File: src/rtl/parking_pkg.sv
// Shared types and helpers for the parking request front-end: queued request
// layout, dispatch states, mode encodings and BCD plate validation.
package parking_pkg;

    localparam int PLATE_W = 16;
    localparam int DIGITS  = PLATE_W / 4;

    localparam logic MODE_IN  = 1'b0;
    localparam logic MODE_OUT = 1'b1;

    typedef struct packed {
        logic               mode;
        logic [PLATE_W-1:0] plate;
    } req_t;

    typedef enum logic {
        IDLE = 1'b0,
        WAIT = 1'b1
    } disp_state_t;

    // A plate is usable only if it is non-zero and every nibble is a decimal digit.
    function automatic logic bcd_valid(input logic [PLATE_W-1:0] plate);
        logic ok;
        ok = (plate != '0);
        for (int i = 0; i < DIGITS; i++) begin
            if (plate[i*4 +: 4] > 4'd9) begin
                ok = 1'b0;
            end
        end
        return ok;
    endfunction

endpackage

File: src/rtl/request_fifo.sv
// Small request FIFO with same-cycle push/pop; count, full and empty are registered.
module request_fifo #(
    parameter int DEPTH = 4,
    parameter int WIDTH = 17
) (
    input  logic                         clock,
    input  logic                         reset,
    input  logic                         i_push,
    input  logic                         i_pop,
    input  logic [WIDTH-1:0]             i_data,
    output logic [WIDTH-1:0]             o_data,
    output logic [$clog2(DEPTH+1)-1:0]   o_count,
    output logic                         o_full,
    output logic                         o_empty
);

    localparam int AW = $clog2(DEPTH);
    localparam int CW = $clog2(DEPTH + 1);

    logic [WIDTH-1:0] r_mem [DEPTH];
    logic [AW-1:0]    r_wr_ptr;
    logic [AW-1:0]    r_rd_ptr;
    logic [CW-1:0]    r_count;
    logic             r_full;
    logic             r_empty;

    logic             w_pop_ok;
    logic             w_push_ok;
    logic [CW-1:0]    w_count_next;

    // A push into a full FIFO is still accepted when the head leaves in the same cycle.
    assign w_pop_ok  = i_pop && !r_empty;
    assign w_push_ok = i_push && (!r_full || w_pop_ok);

    always_comb begin
        w_count_next = r_count;
        case ({w_push_ok, w_pop_ok})
            2'b10:   w_count_next = r_count + 1'b1;
            2'b01:   w_count_next = r_count - 1'b1;
            default: w_count_next = r_count;
        endcase
    end

    always_ff @(posedge clock) begin
        if (!reset) begin
            r_wr_ptr <= '0;
            r_rd_ptr <= '0;
            r_count  <= '0;
            r_full   <= 1'b0;
            r_empty  <= 1'b1;
        end else begin
            if (w_push_ok) begin
                r_wr_ptr <= r_wr_ptr + 1'b1;
            end
            if (w_pop_ok) begin
                r_rd_ptr <= r_rd_ptr + 1'b1;
            end
            r_count <= w_count_next;
            r_full  <= (w_count_next == CW'(DEPTH));
            r_empty <= (w_count_next == '0);
        end
    end

    always_ff @(posedge clock) begin
        if (w_push_ok) begin
            r_mem[r_wr_ptr] <= i_data;
        end
    end

    assign o_data  = r_mem[r_rd_ptr];
    assign o_count = r_count;
    assign o_full  = r_full;
    assign o_empty = r_empty;

endmodule

File: src/rtl/parking_request_queue.sv
// Request front-end for the parking controller: de-duplicates and validates operator
// requests, queues them, issues one at a time, and forwards leakage alarms directly.
module parking_request_queue
    import parking_pkg::*;
#(
    parameter int DEPTH   = 4,
    parameter int TIMEOUT = 15
) (
    input  logic                         clock,
    input  logic                         reset,
    input  logic [PLATE_W-1:0]           license_plate,
    input  logic                         in_mode,
    input  logic                         out_mode,
    input  logic                         leakage,
    input  logic [2:0]                   leakage_floor,
    input  logic                         ctrl_ready,
    output logic                         in_mode_internal,
    output logic                         out_mode_internal,
    output logic [PLATE_W-1:0]           license_plate_internal,
    output logic                         leak_req,
    output logic [2:0]                   leak_floor_out,
    output logic [$clog2(DEPTH+1)-1:0]   queue_count,
    output logic                         queue_full,
    output logic                         drop_err
);

    localparam int TW = $clog2(TIMEOUT + 1);

    // Input history for edge detection
    logic               r_prev_req;
    logic               r_prev_mode;
    logic [PLATE_W-1:0] r_prev_plate;
    logic               r_prev_leak;
    logic [2:0]         r_prev_floor;

    disp_state_t        r_state;
    disp_state_t        w_state_next;
    logic [TW-1:0]      r_timer;
    logic [TW-1:0]      w_timer_next;
    logic               r_busy_seen;
    logic               w_busy_next;

    logic               r_in_int;
    logic               r_out_int;
    logic [PLATE_W-1:0] r_plate_int;
    logic               r_leak_req;
    logic [2:0]         r_leak_floor;
    logic               r_drop_err;

    logic               w_req_level;
    logic               w_new_req;
    logic               w_plate_ok;
    logic               w_push;
    logic               w_pop;
    logic               w_leak_event;
    logic               w_leak_ok;
    logic               w_drop;
    logic               w_fifo_empty;
    logic               w_fifo_full;
    req_t               w_push_req;
    req_t               w_head;

    // A held level re-enqueues only when the mode or plate changes.
    assign w_req_level = in_mode ^ out_mode;
    assign w_new_req   = w_req_level &&
                         (!r_prev_req || (out_mode != r_prev_mode) || (license_plate != r_prev_plate));
    assign w_plate_ok  = bcd_valid(license_plate);
    assign w_push      = w_new_req && w_plate_ok;
    assign w_push_req  = '{mode: out_mode, plate: license_plate};

    assign w_leak_event = leakage && (!r_prev_leak || (leakage_floor != r_prev_floor));
    assign w_leak_ok    = w_leak_event && (leakage_floor != 3'd0);

    assign w_drop = (in_mode && out_mode)
                 || (w_new_req && !w_plate_ok)
                 || (w_push && w_fifo_full && !w_pop)
                 || (w_leak_event && (leakage_floor == 3'd0));

    request_fifo #(
        .DEPTH (DEPTH),
        .WIDTH ($bits(req_t))
    ) u_fifo (
        .clock   (clock),
        .reset   (reset),
        .i_push  (w_push),
        .i_pop   (w_pop),
        .i_data  (w_push_req),
        .o_data  (w_head),
        .o_count (queue_count),
        .o_full  (w_fifo_full),
        .o_empty (w_fifo_empty)
    );

    // The timeout exit happens on the edge where the timer would reach TIMEOUT.
    always_comb begin
        w_state_next = r_state;
        w_pop        = 1'b0;
        w_timer_next = r_timer;
        w_busy_next  = r_busy_seen;
        case (r_state)
            IDLE: begin
                if (!w_fifo_empty && ctrl_ready && !w_leak_event) begin
                    w_pop        = 1'b1;
                    w_state_next = WAIT;
                    w_timer_next = '0;
                    w_busy_next  = 1'b0;
                end
            end
            WAIT: begin
                w_busy_next = r_busy_seen || !ctrl_ready;
                if (r_busy_seen && ctrl_ready) begin
                    w_state_next = IDLE;
                end else if (!w_busy_next && (r_timer == TW'(TIMEOUT - 1))) begin
                    w_state_next = IDLE;
                end else if (!w_busy_next) begin
                    w_timer_next = r_timer + 1'b1;
                end
            end
        endcase
    end

    always_ff @(posedge clock) begin
        if (!reset) begin
            r_state      <= IDLE;
            r_timer      <= '0;
            r_busy_seen  <= 1'b0;
            r_prev_req   <= 1'b0;
            r_prev_mode  <= 1'b0;
            r_prev_plate <= '0;
            r_prev_leak  <= 1'b0;
            r_prev_floor <= 3'd0;
            r_in_int     <= 1'b0;
            r_out_int    <= 1'b0;
            r_plate_int  <= '0;
            r_leak_req   <= 1'b0;
            r_leak_floor <= 3'd0;
            r_drop_err   <= 1'b0;
        end else begin
            r_state      <= w_state_next;
            r_timer      <= w_timer_next;
            r_busy_seen  <= w_busy_next;
            r_prev_req   <= w_req_level;
            r_prev_mode  <= out_mode;
            r_prev_plate <= license_plate;
            r_prev_leak  <= leakage;
            r_prev_floor <= leakage_floor;
            r_in_int     <= w_pop && (w_head.mode == MODE_IN);
            r_out_int    <= w_pop && (w_head.mode == MODE_OUT);
            r_plate_int  <= w_pop ? w_head.plate : '0;
            r_leak_req   <= w_leak_ok;
            if (w_leak_ok) begin
                r_leak_floor <= leakage_floor;
            end
            r_drop_err   <= w_drop;
        end
    end

    assign in_mode_internal       = r_in_int;
    assign out_mode_internal      = r_out_int;
    assign license_plate_internal = r_plate_int;
    assign leak_req               = r_leak_req;
    assign leak_floor_out         = r_leak_floor;
    assign queue_full             = w_fifo_full;
    assign drop_err               = r_drop_err;

endmodule

File: config.mk
export PLATFORM = sky130hd
export DESIGN_NAME = parking_request_queue
export DESIGN_NICKNAME = d
export VERILOG_FILES = /design/src/rtl/parking_pkg.sv /design/src/rtl/request_fifo.sv /design/src/rtl/parking_request_queue.sv
export SDC_FILE = /design/constraint.sdc
export NUM_CORES = 1
export LEC_CHECK = 0
export ABC_AREA = 1
export CORE_UTILIZATION = 36
export CTS_CLUSTER_SIZE = 25
export DETAILED_ROUTE_END_ITERATION = 16
export PLACE_DENSITY = 0.6
export SETUP_SLACK_MARGIN = 0.15
export SLEW_MARGIN = 10
export SYNTH_ARGS = -nofsm -noshare
export SYNTH_HDL_FRONTEND = slang
export SYNTH_SLANG_ARGS = --single-unit
File: constraint.sdc
create_clock -name clock -period 3 [get_ports clock]
set_clock_uncertainty 0.1 [all_clocks]
set_input_delay 0.3 -clock clock [delete_from_list [all_inputs] [get_ports clock]]
set_output_delay 0.3 -clock clock [all_outputs]
set_load 0.02 [all_outputs]
==> run_results.csv, run 1 <==
group,metric,value,unit
global_routing,grt-ovfl-total,0,
worst_setup_path,path_cells,"clkdlybuf4s50_1, inv_1, nand2_1, nand2_1, nand3_1, nor2_1, nand3_1, nand2_1, nor2_4, inv_2, ha_1, fa_2, a21oi_2, o21ai_0, xor2_1, nor2_1, a21oi_1",
placement,place_ws,-0.154,ns
worst_setup_path,cp_common_cell,"nand2_1",
clock_tree,hold_buffers,0,
yosys,netlist.area_leader.share,39.7,%
clock_tree,clkSinkCount,130,
min_path,min_from,"license_plate[13]",
sta,finalHoldViolCount,0,
die,dieArea,14800,µm²
sta,setup_slack,0.369,ns
yosys,yosys_warnings,0,
yosys,syn-num-nets,574,
sta,slew_viol_final,0,
min_path,min_to,"r_prev_plate[13]",
routing,wirelength,10.8,mm
cells_and_area,nFillCells,1287,
die,core-area,13900,µm²
placement,gp_congestion,0.813,
placement,hpwl,7.10,mm
flow_run,drv_cap,0,
power_and_ir_drop,total_power,0.00405,W
clock_tree,clock_latency,0.42,ns
power_and_ir_drop,p_leak,2.83,nW
cells_and_area,fin_cells,813,
routing,first_pass_iters,4,
worst_setup_path,rrSetupSlack,0.45,ns
die,die_w,122,µm
routing,vias,3647,
min_path,hp-class,"primary input to register",
cells_and_area,post-route-util,47.2,%
worst_setup_path,critical_path_class,"primary input to register",
worst_setup_path,crit_path_end_kind,"register",
die,rows,43,
worst_setup_path,critical_path.slowest_cell,"clkdlybuf4s50_1",
die,ios,52,
placement,post-place-cells,781,
placement,port-buffer-count,51,
yosys,netlist_area,5150,µm²
global_routing,grt_pass1_vias,3606,
worst_setup_path,r2r_cells,18,
cells_and_area,multi_input_area,1510,µm²
cells_and_area,drive_gt1_share,11.8,%
placement,place_area,6010,µm²
cells_and_area,syn2layout_area_growth,27.8,%
cells_and_area,finalNetCount,655,
yosys,yosysTopAreaCell,"edfxtp_1",
worst_setup_path,crit_arrival,2.80,ns
worst_setup_path,cp_data_required_time,3.17,ns
routing,routed_via_density,4.49,
status,outcome,"complete, no violations",
die,dieHeight,122,µm
clock_tree,tritoncts,"built",
global_routing,grt_max_degree,35,
clock_tree,clock-root-buffer,"clkbuf_16",
clock_tree,clock_path_buffers,2,
yosys,synth_seq_cells,130,
yosys,synth_area_leaders,"edfxtp_1 40%, dfxtp_1 24%, nor2_1 8.0%, nand2_1 6.3%, inv_1 5.3%",
global_routing,grt_pass1_wl,17.8,mm
yosys,syn_avg_cell_area,9.53,µm²
worst_setup_path,start_kind,"primary input",
routing,drt_iter0_drc,265,
sta,tightest_slew,0.827,ns
worst_setup_path,r2r-start,"r_prev_floor[0]",
clock_tree,clk_pin_slew_worst_paths,0.05,ns
yosys,synthCells,540,
sta,layout_min_cycle_time,2.63,ns
worst_setup_path,path_max_fanout,5,
global_routing,antenna_found_initial,0,
sta,slew_headroom,44.7,%
routing,wl_per_cell,13.3,µm
routing,drc,0,
routing,drt.antenna.violating_nets,0,
sta,rsz0062_at_grt,"no",
power_and_ir_drop,vdd_drop_max,0.377,mV
sta,fmax,380,MHz
yosys,ys_seq_area_share,63.8,%
sta,setup_viol,0,
global_routing,gr-usage-all-layers,16.4,%
power_and_ir_drop,power_density,616,nW/µm²
cells_and_area,antennaDiodeCount,0,
yosys,synth_cell_type_count,35,
clock_tree,numCtsBuffers,17,
clock_tree,htreeDepth,4,
min_path,hold-path-cell-count,3,
cells_and_area,register_area,3280,µm²
die,initial_core_util,36.9,%
worst_setup_path,regToRegEndpoint,"u_fifo.o_empty",
sta,post-route-period-util,87.7,%
worst_setup_path,critPathMaxStageDelay,0.62,ns
cells_and_area,fin_area,6580,µm²
cell usage in the layout (no fill, tap or decap), drive strengths merged:
master,instances
bufinv,1
mux2i,1
edfxtp,68
nand3,12
o22ai,1
fa,1
nor2,116
and3,1
inv,75
o21a,1
a21oi,26
or2,1
clkbuf,20
clkinv,10
xnor2,2
ha,8
o21ai,45
nor3,2
o21bai,1
nand4,2
dfxtp,62
a32oi,1
clkdlybuf4s50,41
xor2,3
a31o,1
nand2,92
buf,27
dlymetal6s2s,10
clkinvlp,2
where the power goes:
part / total, W / switching [W] / internal, W
registers: 0.00194 / 0.0000214 / 0.00192
clock network: 0.00184 / 0.000720 / 0.00112
logic: 0.000275 / 0.000161 / 0.000114
sequential cells by signal, indices dropped and copies added, names as in the netlist, 2 cells and up, named ones only:
register                cells
u_fifo.r_mem               68
license_plate_internal     16
r_prev_plate               16
r_timer                     4
leak_floor_out              3
r_prev_floor                3
u_fifo.o_count              3
u_fifo.r_rd_ptr             2
u_fifo.r_wr_ptr             2
kinds of logic after synthesis:
group / count (synthesis) / synth area share (%)
and+or+nand+nor: 226 / 18.1
DFF: 130 / 63.8
buffers and inverters: 93 / 7.02
AOI/OAI and AO/OA: 76 / 7.73
adders and majority gates: 9 / 2.33
xor gates and xnor gates: 5 / 0.851
muxes: 1 / 0.194
stage by stage:
step,setup TNS [ns],hold slack [ns]
after floorplan,0,0.293
after global placement,-0.0683,0.369
after detailed placement,-0.211,0.376
after CTS,0,0.384
after global routing,0,0.139
final,0,0.135
cells in the mapped netlist:
| cell type | count |
|---|---|
| a21oi_1 | 26 |
| a31o_2 | 1 |
| a32oi_1 | 1 |
| and3_1 | 1 |
| buf_2 | 3 |
| buf_6 | 1 |
| clkbuf_1 | 12 |
| clkinv_1 | 2 |
| clkinv_2 | 1 |
| dfxtp_1 | 62 |
| edfxtp_1 | 68 |
| fa_1 | 1 |
| ha_1 | 8 |
| inv_1 | 72 |
| inv_2 | 2 |
| mux2i_1 | 1 |
| nand2_1 | 87 |
| nand2_2 | 3 |
| nand2_4 | 2 |
| nand3_1 | 11 |
| nand3_4 | 1 |
| nand4_1 | 2 |
| nor2_1 | 110 |
| nor2_2 | 5 |
| nor2_4 | 1 |
| nor3_1 | 2 |
| o21a_1 | 1 |
| o21ai_0 | 43 |
| o21ai_1 | 1 |
| o21ai_2 | 1 |
| o21bai_1 | 1 |
| o22ai_1 | 1 |
| or2_2 | 1 |
| xnor2_1 | 2 |
| xor2_1 | 3 |
worst max-delay path, delay by kind of cell:
family          cells  cell delay (ns)
compound gates      3             0.32
fa+ha+maj           2             0.58
xor+xnor            1             0.16
simple gates        8             0.70
buf+inv             3             0.73
worst max-delay path by stage:
stage	startpoint	to	cells past startpoint
5_1_grt	leakage_floor[0]	u_fifo.o_empty	19
2_1_floorplan	r_prev_floor[0]	u_fifo.o_empty	18
6_report	license_plate[2]	u_fifo.o_empty	17
4_1_cts	license_plate[4]	u_fifo.o_empty	17
3_5_place_dp	license_plate[6]	u_fifo.o_empty	16
3_3_place_gp	license_plate[6]	u_fifo.o_empty	16
what timing repair did:
action	4_1_cts	5_1_grt
gates resized for setup	0	14
hold endpoints to repair	0	0
buffers inserted	0	1
setup endpoints to repair	0	3
final cells by class:
class                           count  share of cell area, %
Timing Repair Buffer               78                   11.2
Clock buffer                       20                   6.64
Clock inverter                     11                   1.37
Multi-Input combinational cell    317                   23.0
Tap cell                          180                   3.42
Sequential cell                   130                   49.9
Inverter                           77                   4.41
per-layer routing:
metal | up-vias | wire length (µm) | global-route usage [%]
li1 | 1885 | - | -
met1 | 1673 | 4780 | 19.5
met2 | 78 | 5320 | 27.3
met3 | 11 | 553 | 4.59
met4 | 0 | 157 | 7.72
met5 | - | 0 | 0
(Power assumes the default switching activity.)
==> inputs of run 2 (changes only) <==
--- a/config.mk
+++ b/config.mk
@@ -10,8 +10,10 @@
 export CTS_CLUSTER_SIZE = 25
 export DETAILED_ROUTE_END_ITERATION = 16
-export PLACE_DENSITY = 0.6
+export GPL_TIMING_DRIVEN = 0
+export PLACE_DENSITY = 0.59
 export SETUP_SLACK_MARGIN = 0.15
 export SLEW_MARGIN = 10
 export SYNTH_ARGS = -nofsm -noshare
 export SYNTH_HDL_FRONTEND = slang
+export SYNTH_HIERARCHICAL = 1
 export SYNTH_SLANG_ARGS = --single-unit
--- a/constraint.sdc
+++ b/constraint.sdc
@@ -3,3 +3,3 @@
 set_input_delay 0.3 -clock clock [delete_from_list [all_inputs] [get_ports clock]]
 set_output_delay 0.3 -clock clock [all_outputs]
-set_load 0.02 [all_outputs]
+set_load 0.05 [all_outputs]
==> run_results.csv, run 2 <==
group,metric,value,unit
global_routing,grt_max_degree,17,
routing,drc,0,
cells_and_area,post-route-util,46.9,%
sta,tightest_slew,0.611,ns
sta,setup_viol,0,
yosys,synth_xor_xnor_area_share,0.649,%
cells_and_area,register_area,3280,µm²
yosys,synth_simple_gate_area_share,17.6,%
power_and_ir_drop,power_density,620,nW/µm²
placement,port-buffer-count,51,
power_and_ir_drop,p_int,0.00332,W
yosys,synth_adder_area_share,2.22,%
yosys,yosysMostFrequentCell,"nand2_1",
worst_setup_path,r2r_cells,18,
worst_setup_path,crit_path_end_kind,"register",
cells_and_area,drive_gt1_share,14.1,%
yosys,synth-compound-area-share,8.92,%
cells_and_area,finalNetCount,661,
sta,fmax,380,MHz
yosys,async_flop_share,0,%
routing,routed_via_density,4.51,
cells_and_area,syn2layout_area_growth,26.7,%
sta,slew_viol_final,0,
global_routing,grt_pass1_vias,3639,
flow_run,drv_cap,0,
cells_and_area,final_common_cell,"nand2_1",
sta,slew_headroom,59.2,%
die,rows,44,
sta,tns,0,ns
power_and_ir_drop,power_frac_comb,5.5,%
die,die_w,124,µm
yosys,synth_ff_type,"edfxtp_1",
min_path,hold-path-cell-count,3,
clock_tree,numCtsBuffers,17,
power_and_ir_drop,switchingPower,0.000924,W
cells_and_area,mostFrequentLayoutCells,"106 x nand2_1, 96 x inv_1, 72 x nor2_1, 68 x edfxtp_1, 62 x dfxtp_1",
sta,rsz0062_at_grt,"no",
clock_tree,clock_path_buffers,2,
global_routing,antenna_found_initial,0,
worst_setup_path,cp_common_cell,"nand2_1",
die,core-area,14600,µm²
cells_and_area,nFillCells,1321,
routing,first_pass_iters,4,
routing,drt.antenna.violating_nets,0,
cells_and_area,multi_input_area,1620,µm²
yosys,netlist.area_leader.share,37.8,%
clock_tree,hold_buffers,0,
routing,wl_per_cell,13.3,µm
die,initial_core_util,37.0,%
routing,drt_iter0_drc,213,
yosys,syn_avg_cell_area,9.82,µm²
worst_setup_path,crit_arrival,2.83,ns
global_routing,grt-ovfl-total,0,
yosys,yosysTopAreaCell,"edfxtp_1",
yosys,syn-num-nets,584,
die,dieHeight,124,µm
clock_tree,clk_pin_slew_worst_paths,0.06,ns
yosys,synth_seq_cells,130,
sta,finalHoldViolCount,0,
yosys,muxShareOfSynthArea,0,%
worst_setup_path,path_cells,"inv_1, nand2_1, nand2_1, nor2_1, nand2_2, nand2_4, nand2_8, inv_6, nand2_1, a21boi_2, inv_2, ha_1, inv_1, fa_1, o21ai_2, a21oi_1, nand3_1, nand2_1",
worst_setup_path,critPathMaxStageDelay,0.42,ns
yosys,synth_cell_type_count,33,
placement,hpwl,7.71,mm
worst_setup_path,path_max_fanout,6,
yosys,synthCells,550,
worst_setup_path,critical_path.slowest_cell,"fa_1",
clock_tree,htreeDepth,4,
power_and_ir_drop,p_sw_share,21.8,%
cells_and_area,largest-register,"u_fifo/r_mem",
worst_setup_path,cp_data_required_time,3.20,ns
routing,wirelength,11.0,mm
sta,layout_min_cycle_time,2.63,ns
clock_tree,clkSinkCount,130,
routing,vias,3718,
power_and_ir_drop,power_frac_seq,45.4,%
cells_and_area,antennaDiodeCount,0,
power_and_ir_drop,p_leak,2.98,nW
clock_tree,clock_latency,0.42,ns
global_routing,grt_pass1_wl,18.1,mm
power_and_ir_drop,vdd_drop_max,0.271,mV
worst_setup_path,critical_path_class,"register to register",
yosys,yosys_warnings,6,
cells_and_area,largest_reg_flops,68,
clock_tree,tritoncts,"built",
power_and_ir_drop,clkPwrFrac,49.1,%
die,ios,52,
die,dieArea,15500,µm²
yosys,synth_area_leaders,"edfxtp_1 38%, dfxtp_1 23%, nand2_1 7.4%, inv_1 6.7%, nor2_1 5.3%",
min_path,hp-class,"primary input to register",
yosys,synth_top_family_by_area,"simple AND/OR/NAND/NOR gates",
sta,post-route-period-util,87.7,%
global_routing,gr-usage-all-layers,15.1,%
yosys,synth_common_cells,"106 x nand2_1, 97 x inv_1, 76 x nor2_1",
yosys,netlist_area,5400,µm²
yosys,ys_seq_area_share,60.8,%
placement,gp_congestion,0.771,
status,outcome,"complete, no violations",
sta,setup_slack,0.368,ns
worst_setup_path,start_kind,"register",
yosys,synth_edf_count,68,
placement,place_ws,-0.573,ns
clock_tree,clock-root-buffer,"clkbuf_16",
run 2: final cells by class:
cell class,count,share of cell area (%)
well taps,184,3.37
inverters,100,5.64
clock inverters,13,2.36
flip-flops and latches,130,48.0
clock buffers,19,6.48
repair buffers,58,8.44
multi-input cells,307,23.6
plain buffers,13,2.07
run 2: cell families (layout without fill, tap and decap cells):
group / count (synthesis) / after routing
AOI/OAI and AO/OA: 77 / 77
DFF: 130 / 130
buffers and inverters: 113 / 203
and+or+nand+nor: 217 / 217
adders and majority gates: 9 / 9
xor gates and xnor gates: 4 / 4
run 2: power by group through the flow:
stage                     combinational, W  clock (W)  sequential [W]
final                             0.000235    0.00208         0.00192
after global routing              0.000264    0.00220         0.00193
after CTS                         0.000234    0.00212         0.00192
after detailed placement          0.000240          0         0.00196
after global placement            0.000231          0         0.00196
after floorplan                   0.000110          0         0.00198
run 2: final timing paths:
| check | from | to | slack [ns] |
|---|---|---|---|
| setup reg to reg | r_prev_floor[1] | u_fifo/o_empty | 0.37 |
| setup / recovery | r_prev_floor[1] | u_fifo/o_empty | 0.37 |
| hold reg to reg | u_fifo/r_rd_ptr[0] | u_fifo/r_rd_ptr[0] | 0.37 |
| hold / removal | leakage_floor[2] | r_prev_floor[2] | 0.08 |
run 2: per-layer routing:
layer	up-vias	global-route usage (%)	share of wire [%]
met2	70	25.4	49
met3	17	4.51	3.8
met1	1721	18.1	45
met5	-	0	0
met4	0	5.88	1.6
li1	1910	-	-
run 2: metrics by stage:
step	cells	instance area, µm²	power, W	hold slack, ns
2_1_floorplan	550	5400	0.00209	0.269
3_3_place_gp	785	6140	0.00219	0.353
3_5_place_dp	789	6200	0.00220	0.365
4_1_cts	821	6790	0.00428	0.254
5_1_grt	824	6840	0.00439	0.102
6_report	824	6840	0.00424	0.0789
run 2: worst max-delay path: cells and delay by family (launching register included):
family,cells,cell delay (ns)
and+or+nand+nor,9,0.71
buffers and inverters,4,0.26
AOI/OAI and AO/OA,3,0.47
DFF,1,0.33
adders and majority gates,2,0.61
run 2: what timing repair did:
item                                    in CTS  in global routing
resized for setup                           17                  7
pin swaps                                    0                  4
setup buffers                                0                  3
hold endpoints to repair                     0                  0
endpoints found under the setup margin       4                  4
